==> config.mk <==
export PLATFORM = sky130hd
export DESIGN_NAME = entropy_block_ctrl_flat
export DESIGN_NICKNAME = d
export VERILOG_FILES = /design/src/rtl/entropy_block_ctrl_if.sv /design/src/rtl/entropy_block_ctrl.sv /design/src/flat_wrapper.sv
export SDC_FILE = /design/constraint.sdc
export NUM_CORES = 1
export LEC_CHECK = 0
export CAP_MARGIN = 20
export CELL_PAD_IN_SITES_DETAIL_PLACEMENT = 1
export CELL_PAD_IN_SITES_GLOBAL_PLACEMENT = 2
export CORE_MARGIN = 2
export CORE_UTILIZATION = 42
export DETAILED_ROUTE_END_ITERATION = 12
export DONT_BUFFER_PORTS = 1
export PLACE_DENSITY = 0.91
export SLEW_MARGIN = 20
export SYNTH_ARGS = -nofsm -noshare
export SYNTH_HDL_FRONTEND = slang
export SYNTH_SLANG_ARGS = --single-unit
==> constraint.sdc <==
create_clock -name clk -period 11.77 [get_ports clk]
set_clock_uncertainty 0.15 [all_clocks]
set_input_delay 1.7655 -clock clk [delete_from_list [all_inputs] [get_ports clk]]
set_output_delay 1.7655 -clock clk [all_outputs]
set_load 0.01 [all_outputs]
==> src/rtl/entropy_block_ctrl_if.sv <==
// entropy_block_ctrl_if
//   Bundles every signal of the entropy block controller except clk/rst.
//   slave  : the controller's view (consumes the bit stream and decoder results,
//            produces decoder strobes and coefficients).
//   master : the environment's view (bit source, Huffman decoder, coefficient sink).
//
//   start           begin one 8x8 block (sampled only while idle)
//   bit_in/valid    serial entropy-coded stream, bit_ready is the back-pressure
//   dec_ac_dc_flag  table select for the decoder (1 = DC, 0 = AC)
//   dec_next_bit    code bit forwarded to the decoder
//   dec_is_new      strobe: dec_next_bit is a fresh code bit
//   dec_s_value     run length from the decoder
//   dec_r_value     magnitude size from the decoder
//   dec_done        decoder has recognised a complete code
//   coef_value      signed 12-bit coefficient
//   coef_index      zigzag index 0..63
//   coef_valid      coef_value/coef_index are valid this cycle
//   block_done      one-cycle pulse at the end of a block (normal or error)
//   error           sticky error flag, cleared by rst or the next start
interface entropy_block_ctrl_if;
  logic               start;
  logic               bit_in;
  logic               bit_valid;
  logic               bit_ready;
  logic               dec_ac_dc_flag;
  logic               dec_next_bit;
  logic               dec_is_new;
  logic [3:0]         dec_s_value;
  logic [3:0]         dec_r_value;
  logic               dec_done;
  logic signed [11:0] coef_value;
  logic [5:0]         coef_index;
  logic               coef_valid;
  logic               block_done;
  logic               error;

  modport slave (
    input  start, bit_in, bit_valid, dec_s_value, dec_r_value, dec_done,
    output bit_ready, dec_ac_dc_flag, dec_next_bit, dec_is_new,
           coef_value, coef_index, coef_valid, block_done, error
  );

  modport master (
    output start, bit_in, bit_valid, dec_s_value, dec_r_value, dec_done,
    input  bit_ready, dec_ac_dc_flag, dec_next_bit, dec_is_new,
           coef_value, coef_index, coef_valid, block_done, error
  );
endinterface

==> src/rtl/entropy_block_ctrl.sv <==
// entropy_block_ctrl
//   Sequences the decoding of one JPEG-style 8x8 block from a serial entropy
//   coded bit stream. Code bits are forwarded to an external Huffman decoder;
//   the returned (run, size) pairs drive magnitude collection, zero runs and the
//   end-of-block fill. Coefficients leave one per cycle in zigzag order. The DC
//   predictor persists across blocks and is cleared only by rst.
//
//   clk  rising-edge clock
//   rst  synchronous, active-high reset
//   bus  entropy_block_ctrl_if.slave (stream, decoder and coefficient signals)
module entropy_block_ctrl (
  input  logic                 clk,
  input  logic                 rst,
  entropy_block_ctrl_if.slave  bus
);

  typedef enum logic [3:0] {
    IDLE, DC_CODE, DC_MAG, AC_CODE, AC_MAG, ZRUN, EOB_FILL, DONE, ERR
  } state_t;

  state_t      state, state_next;
  logic [4:0]  code_cnt, code_cnt_next;
  logic [3:0]  r_lat, r_lat_next;
  logic [10:0] mag, mag_next;
  logic [3:0]  mag_cnt, mag_cnt_next;
  logic [4:0]  run_cnt, run_cnt_next;
  logic        run_mag, run_mag_next;
  logic [5:0]  idx, idx_next;
  logic [11:0] pred, pred_next;

  logic        emit;
  logic [11:0] emit_value;
  logic        error_next;
  logic        done_next;
  logic        ready_c;
  logic        in_code;
  logic        code_hit;
  logic        xfer;
  logic [15:0] mag_shift;
  logic        mag_msb;
  logic [11:0] mag_val;
  logic [6:0]  ac_zeros, ac_total, ac_last;

  assign in_code  = (state == DC_CODE) || (state == AC_CODE);
  // A done seen with count == 0 is left over from the previous code.
  assign code_hit = in_code && (code_cnt != 5'd0) && bus.dec_done;

  // rst suppresses the handshake so no bit is consumed during reset.
  assign bus.bit_ready      = ready_c && !rst;
  assign xfer               = bus.bit_ready && bus.bit_valid;
  assign bus.dec_is_new     = xfer && in_code;
  assign bus.dec_next_bit   = bus.bit_in;
  assign bus.dec_ac_dc_flag = (state == DC_CODE);

  // Magnitude: values with a leading 0 are negative, v - (2^r - 1).
  assign mag_shift = {4'd0, mag, bus.bit_in};
  assign mag_msb   = mag_shift[r_lat - 4'd1];
  assign mag_val   = mag_msb ? mag_shift[11:0]
                             : mag_shift[11:0] - ((12'd1 << r_lat) - 12'd1);

  // Last index an AC code would touch; used to refuse overflowing runs up front.
  assign ac_zeros = (bus.dec_r_value == 4'd0) ? 7'd16 : {3'd0, bus.dec_s_value};
  assign ac_total = ac_zeros + ((bus.dec_r_value != 4'd0) ? 7'd1 : 7'd0);
  assign ac_last  = {1'b0, idx} + ac_total - 7'd1;

  always_comb begin
    state_next    = state;
    code_cnt_next = code_cnt;
    r_lat_next    = r_lat;
    mag_next      = mag;
    mag_cnt_next  = mag_cnt;
    run_cnt_next  = run_cnt;
    run_mag_next  = run_mag;
    idx_next      = idx;
    pred_next     = pred;
    emit          = 1'b0;
    emit_value    = 12'd0;
    ready_c       = 1'b0;
    error_next    = bus.error;

    case (state)
      IDLE: begin
        if (bus.start) begin
          state_next    = DC_CODE;
          idx_next      = 6'd0;
          code_cnt_next = 5'd0;
          error_next    = 1'b0;
        end
      end

      DC_CODE, AC_CODE: begin
        if (code_hit) begin
          code_cnt_next = 5'd0;
          r_lat_next    = bus.dec_r_value;
          mag_next      = 11'd0;
          mag_cnt_next  = bus.dec_r_value;
          if (state == DC_CODE) begin
            if (bus.dec_r_value == 4'd0) begin
              emit       = 1'b1;
              emit_value = pred;
              state_next = AC_CODE;
            end else if (bus.dec_r_value <= 4'd11) begin
              state_next = DC_MAG;
            end else begin
              state_next = ERR;
            end
          end else if (bus.dec_r_value == 4'd0 && bus.dec_s_value == 4'd0) begin
            state_next = EOB_FILL;
          end else if ((bus.dec_r_value == 4'd0 && bus.dec_s_value != 4'd15) ||
                       bus.dec_r_value > 4'd10) begin
            state_next = ERR;
          end else if (ac_last > 7'd63) begin
            state_next = ERR;
          end else if (bus.dec_r_value == 4'd0) begin
            state_next   = ZRUN;
            run_cnt_next = 5'd16;
            run_mag_next = 1'b0;
          end else if (bus.dec_s_value == 4'd0) begin
            state_next = AC_MAG;
          end else begin
            state_next   = ZRUN;
            run_cnt_next = {1'b0, bus.dec_s_value};
            run_mag_next = 1'b1;
          end
        end else if (code_cnt == 5'd16) begin
          state_next = ERR;
        end else begin
          ready_c = 1'b1;
          if (xfer) begin
            code_cnt_next = code_cnt + 5'd1;
          end
        end
      end

      DC_MAG, AC_MAG: begin
        ready_c = 1'b1;
        if (xfer) begin
          mag_next     = mag_shift[10:0];
          mag_cnt_next = mag_cnt - 4'd1;
          if (mag_cnt == 4'd1) begin
            emit = 1'b1;
            if (state == DC_MAG) begin
              emit_value = pred + mag_val;
              pred_next  = emit_value;
              state_next = AC_CODE;
            end else begin
              emit_value = mag_val;
              state_next = (idx == 6'd63) ? DONE : AC_CODE;
            end
          end
        end
      end

      ZRUN: begin
        emit         = 1'b1;
        run_cnt_next = run_cnt - 5'd1;
        if (run_cnt == 5'd1) begin
          if (run_mag) begin
            state_next = AC_MAG;
          end else begin
            state_next = (idx == 6'd63) ? DONE : AC_CODE;
          end
        end
      end

      EOB_FILL: begin
        emit = 1'b1;
        if (idx == 6'd63) begin
          state_next = DONE;
        end
      end

      DONE:    state_next = IDLE;
      ERR:     state_next = IDLE;
      default: state_next = IDLE;
    endcase

    if (emit) begin
      idx_next = idx + 6'd1;
    end
    if (state_next == ERR) begin
      error_next = 1'b1;
    end
    done_next = (state_next == DONE) || (state_next == ERR);
  end

  always_ff @(posedge clk) begin
    if (rst) begin
      state          <= IDLE;
      code_cnt       <= 5'd0;
      r_lat          <= 4'd0;
      mag            <= 11'd0;
      mag_cnt        <= 4'd0;
      run_cnt        <= 5'd0;
      run_mag        <= 1'b0;
      idx            <= 6'd0;
      pred           <= 12'd0;
      bus.coef_valid <= 1'b0;
      bus.coef_value <= 12'sd0;
      bus.coef_index <= 6'd0;
      bus.block_done <= 1'b0;
      bus.error      <= 1'b0;
    end else begin
      state          <= state_next;
      code_cnt       <= code_cnt_next;
      r_lat          <= r_lat_next;
      mag            <= mag_next;
      mag_cnt        <= mag_cnt_next;
      run_cnt        <= run_cnt_next;
      run_mag        <= run_mag_next;
      idx            <= idx_next;
      pred           <= pred_next;
      bus.coef_valid <= emit;
      if (emit) begin
        bus.coef_value <= emit_value;
        bus.coef_index <= idx;
      end
      bus.block_done <= done_next;
      bus.error      <= error_next;
    end
  end

endmodule

==> src/flat_wrapper.sv <==
// flat-port wrapper written by rule: the top's interface ports become plain ports
module entropy_block_ctrl_flat 
  (clk, rst, bus_start, bus_bit_in, bus_bit_valid, bus_dec_s_value, bus_dec_r_value, bus_dec_done, bus_bit_ready, bus_dec_ac_dc_flag, bus_dec_next_bit, bus_dec_is_new, bus_coef_value, bus_coef_index, bus_coef_valid, bus_block_done, bus_error);
  entropy_block_ctrl_if bus_i ();
  input  logic clk;
  input  logic rst;
  input wire logic [$bits(bus_i.start)-1:0] bus_start;
  input wire logic [$bits(bus_i.bit_in)-1:0] bus_bit_in;
  input wire logic [$bits(bus_i.bit_valid)-1:0] bus_bit_valid;
  input wire logic [$bits(bus_i.dec_s_value)-1:0] bus_dec_s_value;
  input wire logic [$bits(bus_i.dec_r_value)-1:0] bus_dec_r_value;
  input wire logic [$bits(bus_i.dec_done)-1:0] bus_dec_done;
  output wire logic [$bits(bus_i.bit_ready)-1:0] bus_bit_ready;
  output wire logic [$bits(bus_i.dec_ac_dc_flag)-1:0] bus_dec_ac_dc_flag;
  output wire logic [$bits(bus_i.dec_next_bit)-1:0] bus_dec_next_bit;
  output wire logic [$bits(bus_i.dec_is_new)-1:0] bus_dec_is_new;
  output wire logic [$bits(bus_i.coef_value)-1:0] bus_coef_value;
  output wire logic [$bits(bus_i.coef_index)-1:0] bus_coef_index;
  output wire logic [$bits(bus_i.coef_valid)-1:0] bus_coef_valid;
  output wire logic [$bits(bus_i.block_done)-1:0] bus_block_done;
  output wire logic [$bits(bus_i.error)-1:0] bus_error;
  assign bus_i.start = bus_start;
  assign bus_i.bit_in = bus_bit_in;
  assign bus_i.bit_valid = bus_bit_valid;
  assign bus_i.dec_s_value = bus_dec_s_value;
  assign bus_i.dec_r_value = bus_dec_r_value;
  assign bus_i.dec_done = bus_dec_done;
  assign bus_bit_ready = bus_i.bit_ready;
  assign bus_dec_ac_dc_flag = bus_i.dec_ac_dc_flag;
  assign bus_dec_next_bit = bus_i.dec_next_bit;
  assign bus_dec_is_new = bus_i.dec_is_new;
  assign bus_coef_value = bus_i.coef_value;
  assign bus_coef_index = bus_i.coef_index;
  assign bus_coef_valid = bus_i.coef_valid;
  assign bus_block_done = bus_i.block_done;
  assign bus_error = bus_i.error;
  entropy_block_ctrl u_core (.clk(clk), .rst(rst), .bus(bus_i));
endmodule
== Word-level counts from Yosys, hierarchy flattened ==
Index checks and enable logic that the tools add are counted.

* Input bits: 14
* Word-level logic and storage cells: 159
* Register bits: 73

* Add/sub/neg operators: 11
* Bitwise operators: 4
* Magnitude comparators: 4
* Eq/ne operators: 24
* Shift operators: 1
* Muxes and demuxes: 67
* Reductions and logical operators: 34

{| class="wikitable"
|+ Operators by type and width
! cell !! count
|-
| $mux 12 || 7
|-
| $mux 4 || 18
|-
| $mux 5 || 12
|-
| $pmux 12 s2 || 1
|-
| $mux 11 || 2
|-
| $pmux 11 s2 || 1
|-
| $pmux 4 s5 || 1
|-
| $pmux 5 s2 || 2
|-
| $mux 6 || 3
|-
| $eq 4x3->1 const B || 4
|-
| $mux 1 || 15
|-
| $reduce_and 7->1 || 2
|-
| $reduce_bool 2->1 || 7
|-
| $add 12x12->12 || 1
|-
| $logic_not 4->1 || 3
|-
| $shl 1x4->12 const A || 1
|-
| $sub 12x1->12 const B || 1
|-
| $sub 12x12->12 || 1
|-
| $ne 2x2->1 const B || 5
|-
| $eq 4x1->1 const B || 2
|-
| $eq 4x2->1 const B || 2
|-
| $pmux 4 s2 || 1
|-
| $reduce_and 4->1 || 2
|-
| $sub 4x1->4 const B || 2
|-
| 31 further kinds || 49
|}

== Logic depth before layout (Yosys ltp) ==
Gate-level depths: netlist of run 1.

* Word-level depth: 15
* Mapped depth: 22

== Worst setup path after synthesis of run 1 ==
Ideal clock, no wire load.

* Kind: input-to-reg
* Start: input port bus_bit_in
* End: register u_core.pred[11]
* Stages on the path: 14
* Buffers on the path: 1
* Data required time: 11.550 ns
* Library setup time: 0.070 ns
* Data arrival time: 5.170 ns
* Setup slack: 6.379 ns
* Cell sequence: mux4_2 > mux2i_1 > o21a_1 > buf_2 > nand2_1 > o21ai_0 > ha_1 > a211o_1 > a2111oi_2 > o31ai_1 > o41ai_1 > xor3_1 > or3_1 > a21oi_1

* Longest elaborated chain between the ends: 4

{| class="wikitable"
|+ RTL lines
! element !! RTL line !! source
|-
| start, declared || flat_wrapper.sv:8 || <nowiki>input wire logic [$bits(bus_i.bit_in)-1:0] bus_bit_in;</nowiki>
|-
| parallel branches: the longest is 2 deep, another holds $sub 12x12->12 || -- ||
|-
| $mux 12 (*) || entropy_block_ctrl.sv:58 || <nowiki>assign mag_val = mag_msb ? mag_shift[11:0]</nowiki>
|-
| $add 12x12->12 (*) || entropy_block_ctrl.sv:143 || <nowiki>emit_value = pred + mag_val;</nowiki>
|-
| end signal, assigned || entropy_block_ctrl.sv:212 || <nowiki>pred <= pred_next;</nowiki>
|-
| end, declared || entropy_block_ctrl.sv:29 || <nowiki>logic [11:0] pred, pred_next;</nowiki>
|}

Mark *: on every way between the ends. The select of a mux whose other input is x is not followed.
A chain may end at the register's enable or synchronous reset.

== Worst setup path after layout of run 1 ==
Same ends and word-level chain as after synthesis.

==> metrics, run 1 <==
hold_sp u_core.pred[0]$_SDFFE_PP0P_; Clock Latency Late Sink 360 ps; Primary FF master, synth dfxtp_1; Distinct cells, synth 68; Post-Synth XOR/XNOR Area 5.30%; Post-synth ARST share 0%; starting density of the core 43.2%; first-pass GRT wire length 25.0 mm; uppermost routed layer met4; Simple-Gate Fraction of Synth Area 21.4%; commonest non-fill, non-tap cell in the layout nor2_1; Post-CTS Setup Bufs 0; Final Hold Fails 0; Int Power 0.402 mW; main combinational cell family by area after synthesis simple AND/OR/NAND/NOR gates; initial antenna violation count 0; Inserted Clock Buffers 9; largest net degree at the start of global routing 73; Max Freq 178 MHz; worst hold path type reg2reg; Die Area 0.0133 mm2; Slew @ Worst Pin 1030 ps; Setup TNS 0 ps; GRT Util Overall 23.8%; standard-cell rows 40; critical path class in2reg; Critical Path AT 5760 ps; PD cells 97.0 mW/mm2; compound-cell area share of the yosys netlist 20.4%; Worst Setup End Kind flop; Die Height 115 um; DRC 0; post-synthesis sequential element count 73; number of port buffers 0; final setup fails 0; met2 wire len 7.13 mm; Post-Route M1 WL 6.88 mm; Sink Count 73; most frequent cells in the layout 77 x nor2_1, 75 x a21oi_1, 73 x dfxtp_1, 69 x nand2_1, 54 x ha_1; synthesis-to-layout area growth 7.46%; fraction of the mapped netlist area in adder cells 14.1%; antenna cells 0; outcome finished, final reports clean; number of synthesized flops with an enable pin 0; vias per cell 5.81; share of layout cells above drive strength 1 7.93%; Slew Limit Fails 0; Worst VDD drop 80.1 uV; Ys Warns 0; first drt pass iteration count 5; worst r2r src u_core.r_lat[0]$_SDFFE_PP0P_; per-cell routed wire length 18.4 um; htree depth 3; post-synthesis sequential area ratio 28.0%; top cell family by delay on the critical path compound AO/OA/AOI/OAI gates; synthesized area 0.00521 mm2; mux contribution to synthesized area 4.92%; Via Count 4,713; Gate Count Post-Synth 659; Core ar. 0.0121 mm2; min Tclk post-route 5610 ps; slowest cell on the critical path o21a_1; Final period util 47.7%; worst relative slew slack 31.6%; # nets final 709; clock-pin slew on the worst setup and hold paths 70 ps; CP startpoint bus_bit_in; Post-Route WL 14.9 mm; WL met3 619 um; antenna-violating nets left 0; Buf+Inv Stages, Crit Path 0; dpl cell area 0.00531 mm2; Clock Path Buffers 2; Synth top area share 28.0%; sw frac 25.9%; Gate power share 4.6%; io pins 39; Root Buffer Master clkbuf_16; power share of the sequential group 45.8%; syn nets 730; Max FO, Critical Path 15; Worst Path Required 11,920 ps; TritonCTS clock tree built; syn_area_per_cell 7.91 um2; Overflow after GRT 0; cts hold-fix bufs 0; Net Switching 0.141 mW; final instance area 0.00560 mm2; most area-hungry cell type in the Yosys netlist dfxtp_1; worst path cell trace mux4_2, mux2i_1, o21a_1, o21ai_0, ha_1, a211o_1, a2111oi_2, o31ai_1, o41ai_1, xor3_1, or3_1, a21oi_1; DRT iter0 DRCs 259; die width 115 um; Max-cap violations 0; Area contributors post-synth dfxtp_1 28%, ha_1 13%, a21oi_1 7.3%, nor2_1 5.6%, nand2_1 5.0%; Final HPWL DP 10.8 mm; GPL Wtd Cong 0.866; Clock Power Share 49.5%; leakage 2.13 nW; peak per-stage delay on the critical path 540 ps; RSZ-0062 raised after global routing false; post-CTS resize count 0; Critical Path Start Type input pin; vias in the first global route 5,014
## cells in the mapped netlist (4+ instances only)
library cell	number
nor2b_1	5
xnor2_1	14
mux2i_1	4
and2_1	4
a21o_1	6
inv_1	45
o21ai_0	17
ha_1	54
nand4_1	5
nand3_1	26
xor2_1	13
clkbuf_1	22
a211oi_1	6
a222oi_1	5
and3_1	5
nor2_1	78
mux2_2	12
dfxtp_1	73
a22oi_1	6
a21oi_1	76
nor3b_1	4
o21a_1	4
buf_2	7
o211ai_1	9
nor3_1	16
a31oi_1	6
nand2b_1	4
or4_1	4
nand2_1	69
## registers in the layout (all words and copies together), names as in the netlist
name,flops
u_core.bus.coef_index,6
u_core.mag,11
u_core.bus.error,1
u_core.run_cnt,5
u_core.state,4
u_core.code_cnt,5
u_core.pred,12
u_core.bus.block_done,1
u_core.mag_cnt,4
u_core.idx,6
u_core.r_lat,4
u_core.bus.coef_value,12
u_core.bus.coef_valid,1
u_core.run_mag,1
## worst reg2reg max path: cells and delay by family, from the launching register on
family / cells / cell delay (ps)
AND/OR/NAND/NOR: 2 / 440
multiplexers: 1 / 510
AO/OA/AOI/OAI: 7 / 2310
buffers and inverters: 1 / 170
adder cells (fa/ha/maj): 2 / 760
flip-flops: 1 / 540
XOR/XNOR: 1 / 320
## final cells by class
type,count,area (um2)
Inverter,45,169
Sequential cell,73,1460
Clock buffer,9,225
Tap cell,168,210
Multi-Input combinational cell,509,3480
Clock inverter,7,55.1
Fill cell,1486,6460
## logic make-up after synthesis
logic type / Yosys count
compound gates: 166
xor+xnor: 29
fa+ha+maj: 57
buf+inv: 77
flops: 73
mux: 20
simple gates: 237
## through the flow
| stage | hold slack, ps | power [mW] | util, % | setup slack, ps | std cells |
|---|---|---|---|---|---|
| 6_report | 336 | 0.543 | 46.5 | 6160 | 811 |
| 5_1_grt | 358 | 0.561 | 46.5 | 5860 | 811 |
| 4_1_cts | 328 | 0.548 | 46.4 | 6160 | 811 |
| 3_5_place_dp | 318 | 0.279 | 44.0 | 5800 | 795 |
| 3_3_place_gp | 308 | 0.279 | 44.0 | 5990 | 795 |
| 2_1_floorplan | 295 | 0.278 | - | 6380 | 659 |
## metal layers
layer / GRT usage [%] / vias up
met1: 30.2 / 2314
li1: - / 2301
met5: 0 / -
met3: 4.97 / 21
met4: 8.92 / 0
met2: 40.0 / 77
## path summary, 6_finish.rpt
path | end | slack, ps | cells past startpoint
min reg2reg | u_core.pred[0]$_SDFFE_PP0P_ | 340 | 2
max reg2reg | u_core.pred[11]$_SDFFE_PP0P_ | 6530 | 14
max | u_core.pred[11]$_SDFFE_PP0P_ | 6160 | 12
min | u_core.pred[0]$_SDFFE_PP0P_ | 340 | 2
## power by group through the flow
stage / Sequential [mW] / Combinational (mW) / Clock [mW]
6_report: 0.249 / 0.0252 / 0.269
5_1_grt: 0.249 / 0.0287 / 0.283
2_1_floorplan: 0.254 / 0.0239 / 0
3_3_place_gp: 0.255 / 0.0244 / 0
4_1_cts: 0.249 / 0.0252 / 0.274
3_5_place_dp: 0.255 / 0.0249 / 0
No activity file was read; power rests on OpenSTA's default activity.
==> inputs of run 2 (changes only) <==
- CORE_UTILIZATION: 42 -> 35
- PLACE_DENSITY: 0.91 -> 0.81
- clock period: 11.77 -> 5.06 ns (I/O delays scaled with it)
==> run 2 against run 1 <==
Sequential share of layout area is 0.53 points lower. Utilization decreased by 7.1 points. Non-clock buffer count up 7. Final cell count increased by 2.8%. Clock power grew to 2.6 times the previous value. First-iteration DRC count fell by 23%. Critical path depth rose by 9.
==> metrics, run 2 (synthesis gave the netlist of run 1 again) <==
Critical Path Start Type flop; worst relative slew slack 26.5%; per-cell routed wire length 17.5 um; largest net degree at the start of global routing 73; RSZ-0062 raised after global routing true; Inserted Clock Buffers 9; slowest cell on the critical path fa_1; antenna-violating nets left 0; htree depth 3; vias in the first global route 4,939; Post-Route WL 14.6 mm; Worst VDD drop 167 uV; worst slack, placed 76.8 ps; Root Buffer Master clkbuf_16; top flop regs u_core.bus.coef_value: 12 flops, u_core.pred: 12 flops, u_core.mag: 11 flops; critical path class reg2reg; # nets final 716; Slew Limit Fails 0; TritonCTS clock tree built; hold path depth 1; final core utilization 39.4%; Crit path depth 21; Clock Latency Late Sink 340 ps; leakage 2.21 nW; die width 126 um; dpl cells 817; number of port buffers 0; Die Area 0.0159 mm2; layout filler cell count 1,794; Finished Layout Cells 834; final setup fails 0; Clock Path Buffers 2; hold slack final 340 ps; vias per cell 5.55; PD cells 234 mW/mm2; Setup WS post-layout 291 ps; Final period util 94.2%; standard-cell rows 44; Critical Path AT 4900 ps; Sink Count 73; Overflow after GRT 0; Critical Path Most Common Cell ha_1; GRT Util Overall 19.4%; worst hold path type in2reg; clock-pin slew on the worst setup and hold paths 60 ps; DRC 0; Max FO, Critical Path 5; most frequent cells in the layout 78 x nor2_1, 75 x a21oi_1, 72 x dfxtp_1, 69 x nand2_1, 54 x ha_1; antenna cells 0; Worst Setup End Kind flop; Worst Path Required 5190 ps; Final Hold Fails 0; peak per-stage delay on the critical path 410 ps; top cell family by delay on the critical path adder cells; share of layout cells above drive strength 1 9.08%; Max Freq 210 MHz; GPL Wtd Cong 0.835; commonest non-fill, non-tap cell in the layout nor2_1; Final HPWL DP 10.9 mm; worst path cell trace inv_1, ha_1, and2_1, ha_1, inv_1, ha_1, inv_1, fa_1, nand2b_1, a21oi_2, nor3_1, xnor2_1, mux2_2, ha_1, and3_1, a21oi_1, o31ai_1, o41ai_2, xor3_1, or3_1, a21oi_1; Max-cap violations 0; Slew @ Worst Pin 1100 ps; first drt pass iteration count 6; Die Height 126 um; Via Count 4,629; DRT iter0 DRCs 199; synthesis-to-layout area growth 9.79%; Buf+Inv Stages, Crit Path 3; outcome finished, final reports clean; Core ar. 0.0145 mm2; initial antenna violation count 0; min Tclk post-route 4770 ps; worst r2r path cells 21; first-pass GRT wire length 25.2 mm; starting density of the core 35.9%; io pins 39
## run 2: where the power goes
group	switching, mW	internal [mW]	leakage [nW]
logic	0.0354	0.0246	1.46
registers	0.00317	0.576	0.589
clock network	0.257	0.445	0.159
## run 2: per-layer routing
layer / part of all wire [%] / vias to the layer above / track usage (%)
li1: - / 2308 / -
met1: 49 / 2247 / 26.2
met2: 47 / 64 / 31.8
met3: 3.1 / 10 / 3.23
met4: 0.99 / 0 / 6.08
met5: 0 / - / 0
## run 2: cell type report
| class | count | area (um2) | area share [%] |
|---|---|---|---|
| Tap cell | 184 | 230 | 4.02 |
| Sequential cell | 73 | 1460 | 25.6 |
| Clock buffer | 11 | 243 | 4.24 |
| Inverter | 45 | 169 | 2.95 |
| Multi-Input combinational cell | 509 | 3490 | 60.9 |
| Clock inverter | 5 | 78.8 | 1.38 |
| Timing Repair Buffer | 7 | 52.6 | 0.918 |
## run 2: worst paths after layout
check | from | to | slack, ps
worst max-delay path | u_core.r_lat[1]$_SDFFE_PP0P_ | u_core.pred[11]$_SDFFE_PP0P_ | 290
worst min-delay path | rst | u_core.mag_cnt[2]$_SDFFE_PP0P_ | 340
worst max register to register | u_core.r_lat[1]$_SDFFE_PP0P_ | u_core.pred[11]$_SDFFE_PP0P_ | 290
worst min register to register | u_core.idx[1]$_SDFFE_PP0P_ | u_core.idx[1]$_SDFFE_PP0P_ | 340
## run 2: per-stage QoR
stage               power [mW]  TNS, ps  area, um2
floorplan                0.646        0       5210
global placement         0.649        0       5380
detailed placement       0.652        0       5380
CTS                       1.36        0       5700
global route              1.40    -53.4       5720
finish                    1.34        0       5720
## run 2: worst reg2reg max path, cell delays in order, from the launching register on
cell      delay, ps
dfxtp_2         360
inv_1            80
ha_1            210
and2_1          150
ha_1            280
inv_1            60
ha_1            160
inv_1            50
fa_1            410
nand2b_1        200
a21oi_2         190
nor3_1           80
xnor2_1         120
mux2_2          280
ha_1            350
and3_1          190
a21oi_1         120
o31ai_1         120
o41ai_2         380
xor3_1          290
or3_1           320
a21oi_1         140
## run 2: repair_timing
| item | 4_1_cts | 5_1_grt |
|---|---|---|
| resized for setup | 0 | 4 |
| endpoints found under the setup margin | 0 | 4 |
| hold buffers | 0 | 0 |
| buffers inserted | 0 | 1 |
==> inputs of run 3 (changes only) <==
- CELL_PAD_IN_SITES_GLOBAL_PLACEMENT: 2 -> 1
- CORE_UTILIZATION: 35 -> 44
==> run 3 against run 2 <==
Sequential share of layout area is 0.14 points lower. Via count rose by 1.9%. Non-clock buffer count stayed put. First-iteration DRC count is 15% higher. Die area is 20% lower. Clock power grew 17%. Critical endpoint unchanged.
==> metrics, run 3 (synthesis gave the netlist of run 1 again) <==
outcome finished, final reports clean; # nets final 716; Max Freq 211 MHz; Sink Count 73; io pins 39; vias per cell 5.95; Final HPWL DP 10.8 mm; register area 0.00147 mm2; first-pass GRT wire length 24.6 mm; layout filler cell count 1,361; Setup TNS 0 ps; number of port buffers 0; htree depth 3; Slew @ Worst Pin 997 ps; Clock Path Buffers 2; DRC 0; most frequent cells in the layout 78 x nor2_1, 73 x a21oi_1, 70 x dfxtp_1, 69 x nand2_1, 53 x ha_1; Via Count 4,719; worst path cell trace inv_1, ha_1, and2_1, ha_1, inv_1, ha_1, inv_1, fa_2, nand2b_1, nand2_1, a21oi_1, xnor2_1, mux2_2, ha_1, a2111oi_2, o31ai_2, o41ai_2, xor3_1, or3_1, a21oi_1; Critical Path Most Common Cell ha_1; commonest non-fill, non-tap cell in the layout nor2_1; Die Height 113 um; Clock Latency Late Sink 360 ps; vias in the first global route 4,970; worst relative slew slack 33.6%; Worst Path Required 5200 ps; hold slack final 315 ps; die width 113 um; Finished Layout Cells 793; critical path class reg2reg; dpl cell area 0.00532 mm2; clock-pin slew on the worst setup and hold paths 60 ps; largest net degree at the start of global routing 73; Final period util 93.5%; top flop regs u_core.bus.coef_value: 12 flops, u_core.pred: 12 flops, u_core.mag: 11 flops; standard-cell rows 39; Final Hold Fails 0; final setup fails 0; antenna cells 0; DRT iter0 DRCs 228; initial antenna violation count 0; dpl cells 775; cts hold-fix bufs 0; GRT Util Overall 23.8%; leakage 2.24 nW; Overflow after GRT 0; final instance area 0.00577 mm2; slowest cell on the critical path o41ai_2; Root Buffer Master clkbuf_16; peak per-stage delay on the critical path 400 ps; GPL Wtd Cong 0.863; share of layout cells above drive strength 1 10.6%; Max FO, Critical Path 5; RSZ-0062 raised after global routing false; Critical Path Start Type flop; min Tclk post-route 4730 ps; antenna-violating nets left 0; Worst VDD drop 248 uV; Inserted Clock Buffers 9; Worst Setup End Kind flop; Slew Limit Fails 0; Core ar. 0.0115 mm2; Die Area 0.0127 mm2; PD cells 254 mW/mm2; Max-cap violations 0; Critical Path AT 4880 ps; TritonCTS clock tree built; first drt pass iteration count 6; Multi-input gate area 0.00352 mm2; Post-Route WL 14.9 mm; synthesis-to-layout area growth 10.6%; starting density of the core 45.5%; worst hold path type in2reg; per-cell routed wire length 18.8 um
==> run 3: area by class of cell <==
type                            instances  area share (%)
Multi-Input combinational cell        509            61.1
Clock inverter                          6            2.39
Clock buffer                           10            4.14
Inverter                               45            2.93
Timing Repair Buffer                    7           0.911
Tap cell                              143            3.10
Sequential cell                        73            25.4
==> run 3: stage by stage <==
step           total power, mW  setup WS [ps]  util (%)
2_1_floorplan            0.646            507         -
3_3_place_gp             0.648            279      46.4
3_5_place_dp             0.651           80.9      46.4
4_1_cts                   1.46           51.0      49.6
5_1_grt                   1.50           32.9      50.3
6_report                  1.46            328      50.3
==> run 3: layer usage <==
layer	vias up	part of all wire, %	GRT usage [%]
li1	2302	-	-
met1	2323	46	30.8
met2	71	48	39.0
met3	23	4.2	5.41
met4	0	2.2	8.78
met5	-	0	0
==> run 3: worst paths after layout <==
check	startpoint	to	slack [ps]	cells past startpoint
setup / recovery	u_core.r_lat[1]$_SDFFE_PP0P_	u_core.pred[11]$_SDFFE_PP0P_	330	20
hold / removal	rst	u_core.mag_cnt[2]$_SDFFE_PP0P_	310	1
setup reg to reg	u_core.r_lat[1]$_SDFFE_PP0P_	u_core.pred[11]$_SDFFE_PP0P_	330	20
hold reg to reg	u_core.mag_cnt[1]$_SDFFE_PP0P_	u_core.mag_cnt[1]$_SDFFE_PP0P_	330	2
==> run 3: where the power goes <==
part	leakage (nW)	switching, mW	total [mW]	internal [mW]
logic	1.47	0.0356	0.0602	0.0247
clock network	0.183	0.275	0.822	0.547
registers	0.590	0.00321	0.579	0.576
==> run 3: repair_timing <==
action / 4_1_cts / 5_1_grt
gates resized for setup: 0 / 13
endpoints found under the setup margin: 0 / 5
buffers inserted: 0 / 2
==> run 3: worst max-delay path, delay by kind of cell (launching register included) <==
kind	cells	cell delay [ps]
simple gates	4	740
flops	1	360
xor+xnor	2	540
mux	1	310
buf+inv	3	200
fa+ha+maj	5	1280
compound gates	5	1090
==> RTL change (flow settings as in run 3) <==
Encoding of `state_t`: now Gray code (4 bits for 9 states).
--- a/src/rtl/entropy_block_ctrl.sv
+++ b/src/rtl/entropy_block_ctrl.sv
@@ -16,5 +16,5 @@
 
   typedef enum logic [3:0] {
-    IDLE, DC_CODE, DC_MAG, AC_CODE, AC_MAG, ZRUN, EOB_FILL, DONE, ERR
+    IDLE = 4'b0000, DC_CODE = 4'b0001, DC_MAG = 4'b0011, AC_CODE = 4'b0010, AC_MAG = 4'b0110, ZRUN = 4'b0111, EOB_FILL = 4'b0101, DONE = 4'b0100, ERR = 4'b1100
   } state_t;
 
Check against the original RTL: same outputs for any inputs over 4 cycles, from zero or initial values and one cycle with rst high; so few cycles prove little.
==> RTL change against run 3 <==
  * The flow now finishes with violations (design-rule violations)
  * Sequential power hardly changed
  * Sequential cell count unchanged
  * Power shrank 16%
  * Wire length is 1.5% higher
  * Final area decreased by 2.7%
  * Die area barely moved
  * Worst setup slack improved by 50 ps
  * Area after synthesis about the same
==> RTL change: results (changes against run 3) <==
metric	value	unit	change
violations	design-rule violations		
setup_slack_after_placement	407	ps	+326 ps
predominant_post_synthesis_flop_cell	sky130_fd_sc_hd__dfxtp_1		
critical_path.max_stage_delay	550	ps	+150 ps
post_synth_most_frequent_cells	87 x sky130_fd_sc_hd__nand2_1, 73 x sky130_fd_sc_hd__dfxtp_1, 70 x sky130_fd_sc_hd__nor2_1		
vdd_ir_drop_max	0.169	mV	-32%
place_hpwl	11.4	mm	+4.9%
result_of_the_run	finished, violations left		
drt-initial-drc-count	212		-7.0%
synth.top_cells.by_area	sky130_fd_sc_hd__dfxtp_1 28%, sky130_fd_sc_hd__ha_1 13%, sky130_fd_sc_hd__nand2_1 6.3%, sky130_fd_sc_hd__a21oi_1 6.1%, sky130_fd_sc_hd__nor2_1 5.0%		
dr_total_vias	4755		+0.76%
post_drt_wl_per_cell	19.1	um	+1.4%
wirelength	15.2	mm	+1.5%
critical-path-slowest-cell	sky130_fd_sc_hd__or4_4		
hold_path.class	reg2reg		
drcViolationCount	4		+4
grt_max_degree	70		-4.1%
postSynthCellCount	654		-0.76%
clock_latency	340	ps	-20 ps
timing.max_slew.rel_slack	42.8	%	+9.3 points
global_route_wire_length_before_repair	25.2	mm	+2.5%
synth_fp_nets	725		-0.68%
static-leakage-power	2.08	nW	-7.5%
synth-seq-area-share	28.0	%	about the same
place_inst	777		+0.26%
critical_path.max_fanout	5		unchanged
finalNetCount	718		+0.28%
first_global_vias	5080		+2.2%
cp_data_arrival_time	4810	ps	-70 ps
globalplace.congestion	0.913		+5.7%
proportion_of_layout_cells_with_a_drive_suffix_above_1	8.14	%	-2.5 points
root_buffer	sky130_fd_sc_hd__clkbuf_16		
drt_pass1_iterations	9		+3
unique_cell_type_count_in_the_yosys_netlist	67		-1.5%
critical-path-top-delay-family	compound AO/OA/AOI/OAI gates		
globalRouteTotalUtil	24.6	%	+0.72 points
RTL change: cell count changes after synthesis, sizes merged, moves of 7 or more:
cell           run 3  this run
clkbuf            23        14
a21oi             76        64
a211oi             6        14
o21ai             19        30
inv               45        35
nand2             69        87
nor2              78        71
o22ai              0         8
RTL change: cells by family (layout without fill, tap and decap cells):
group	Yosys count	in the layout	synth area share [%]
flops	73	73	28.0
mux	14	14	3.60
xor+xnor	29	29	5.01
fa+ha+maj	57	57	14.1
buf+inv	59	56	4.63
simple gates	247	247	22.7
compound gates	175	175	22.0
RTL change: layout make-up:
cell class                      instances  area [um2]
Fill cell                            1414        5910
Clock inverter                          5        32.5
Tap cell                              143         179
Timing Repair Buffer                    6        45.0
Clock buffer                           10         239
Inverter                               35         131
Multi-Input combinational cell        522        3520
Sequential cell                        73        1460
RTL change: per-layer routing:
layer,vias up,GRT usage (%),part of all wire [%]
met5,-,0,0
met3,21,4.66,4.1
met2,76,44.5,51
met1,2338,29.6,43
met4,0,7.32,1.8
li1,2320,-,-
RTL change: metrics by stage:
step / cell area, um2 / power, mW
6_report: 5610 / 1.23
5_1_grt: 5610 / 1.27
4_1_cts: 5590 / 1.24
3_5_place_dp: 5310 / 0.643
3_3_place_gp: 5310 / 0.640
2_1_floorplan: 5220 / 0.638
RTL change: power breakdown:
group / total, mW / internal [mW] / switching, mW / leakage (nW)
sequential: 0.578 / 0.576 / 0.00273 / 0.588
combinational: 0.0533 / 0.0202 / 0.0331 / 1.36
clock: 0.598 / 0.341 / 0.257 / 0.126
RTL change: what timing repair did:
item                                    in CTS  in global routing
resized for setup                            0                  2
endpoints found under the setup margin       0                  1
hold buffers                                 0                  0
buffers inserted                             0                  2
RTL change: tightest hold or removal path: cells and delay by family (launching register included):
family	cells	cell delay, ps
and+or+nand+nor	1	60
DFF	1	330
AOI/OAI and AO/OA	1	50
RTL change: worst paths after layout:
kind	from	to	slack [ps]	cells after the start
worst max-delay path	u_core.r_lat[1]	u_core.pred[11]	380	20
worst min-delay path	u_core.mag_cnt[1]	u_core.mag_cnt[1]	320	2
worst max register to register	u_core.r_lat[1]	u_core.pred[11]	380	20
worst min register to register	u_core.mag_cnt[1]	u_core.mag_cnt[1]	320	2
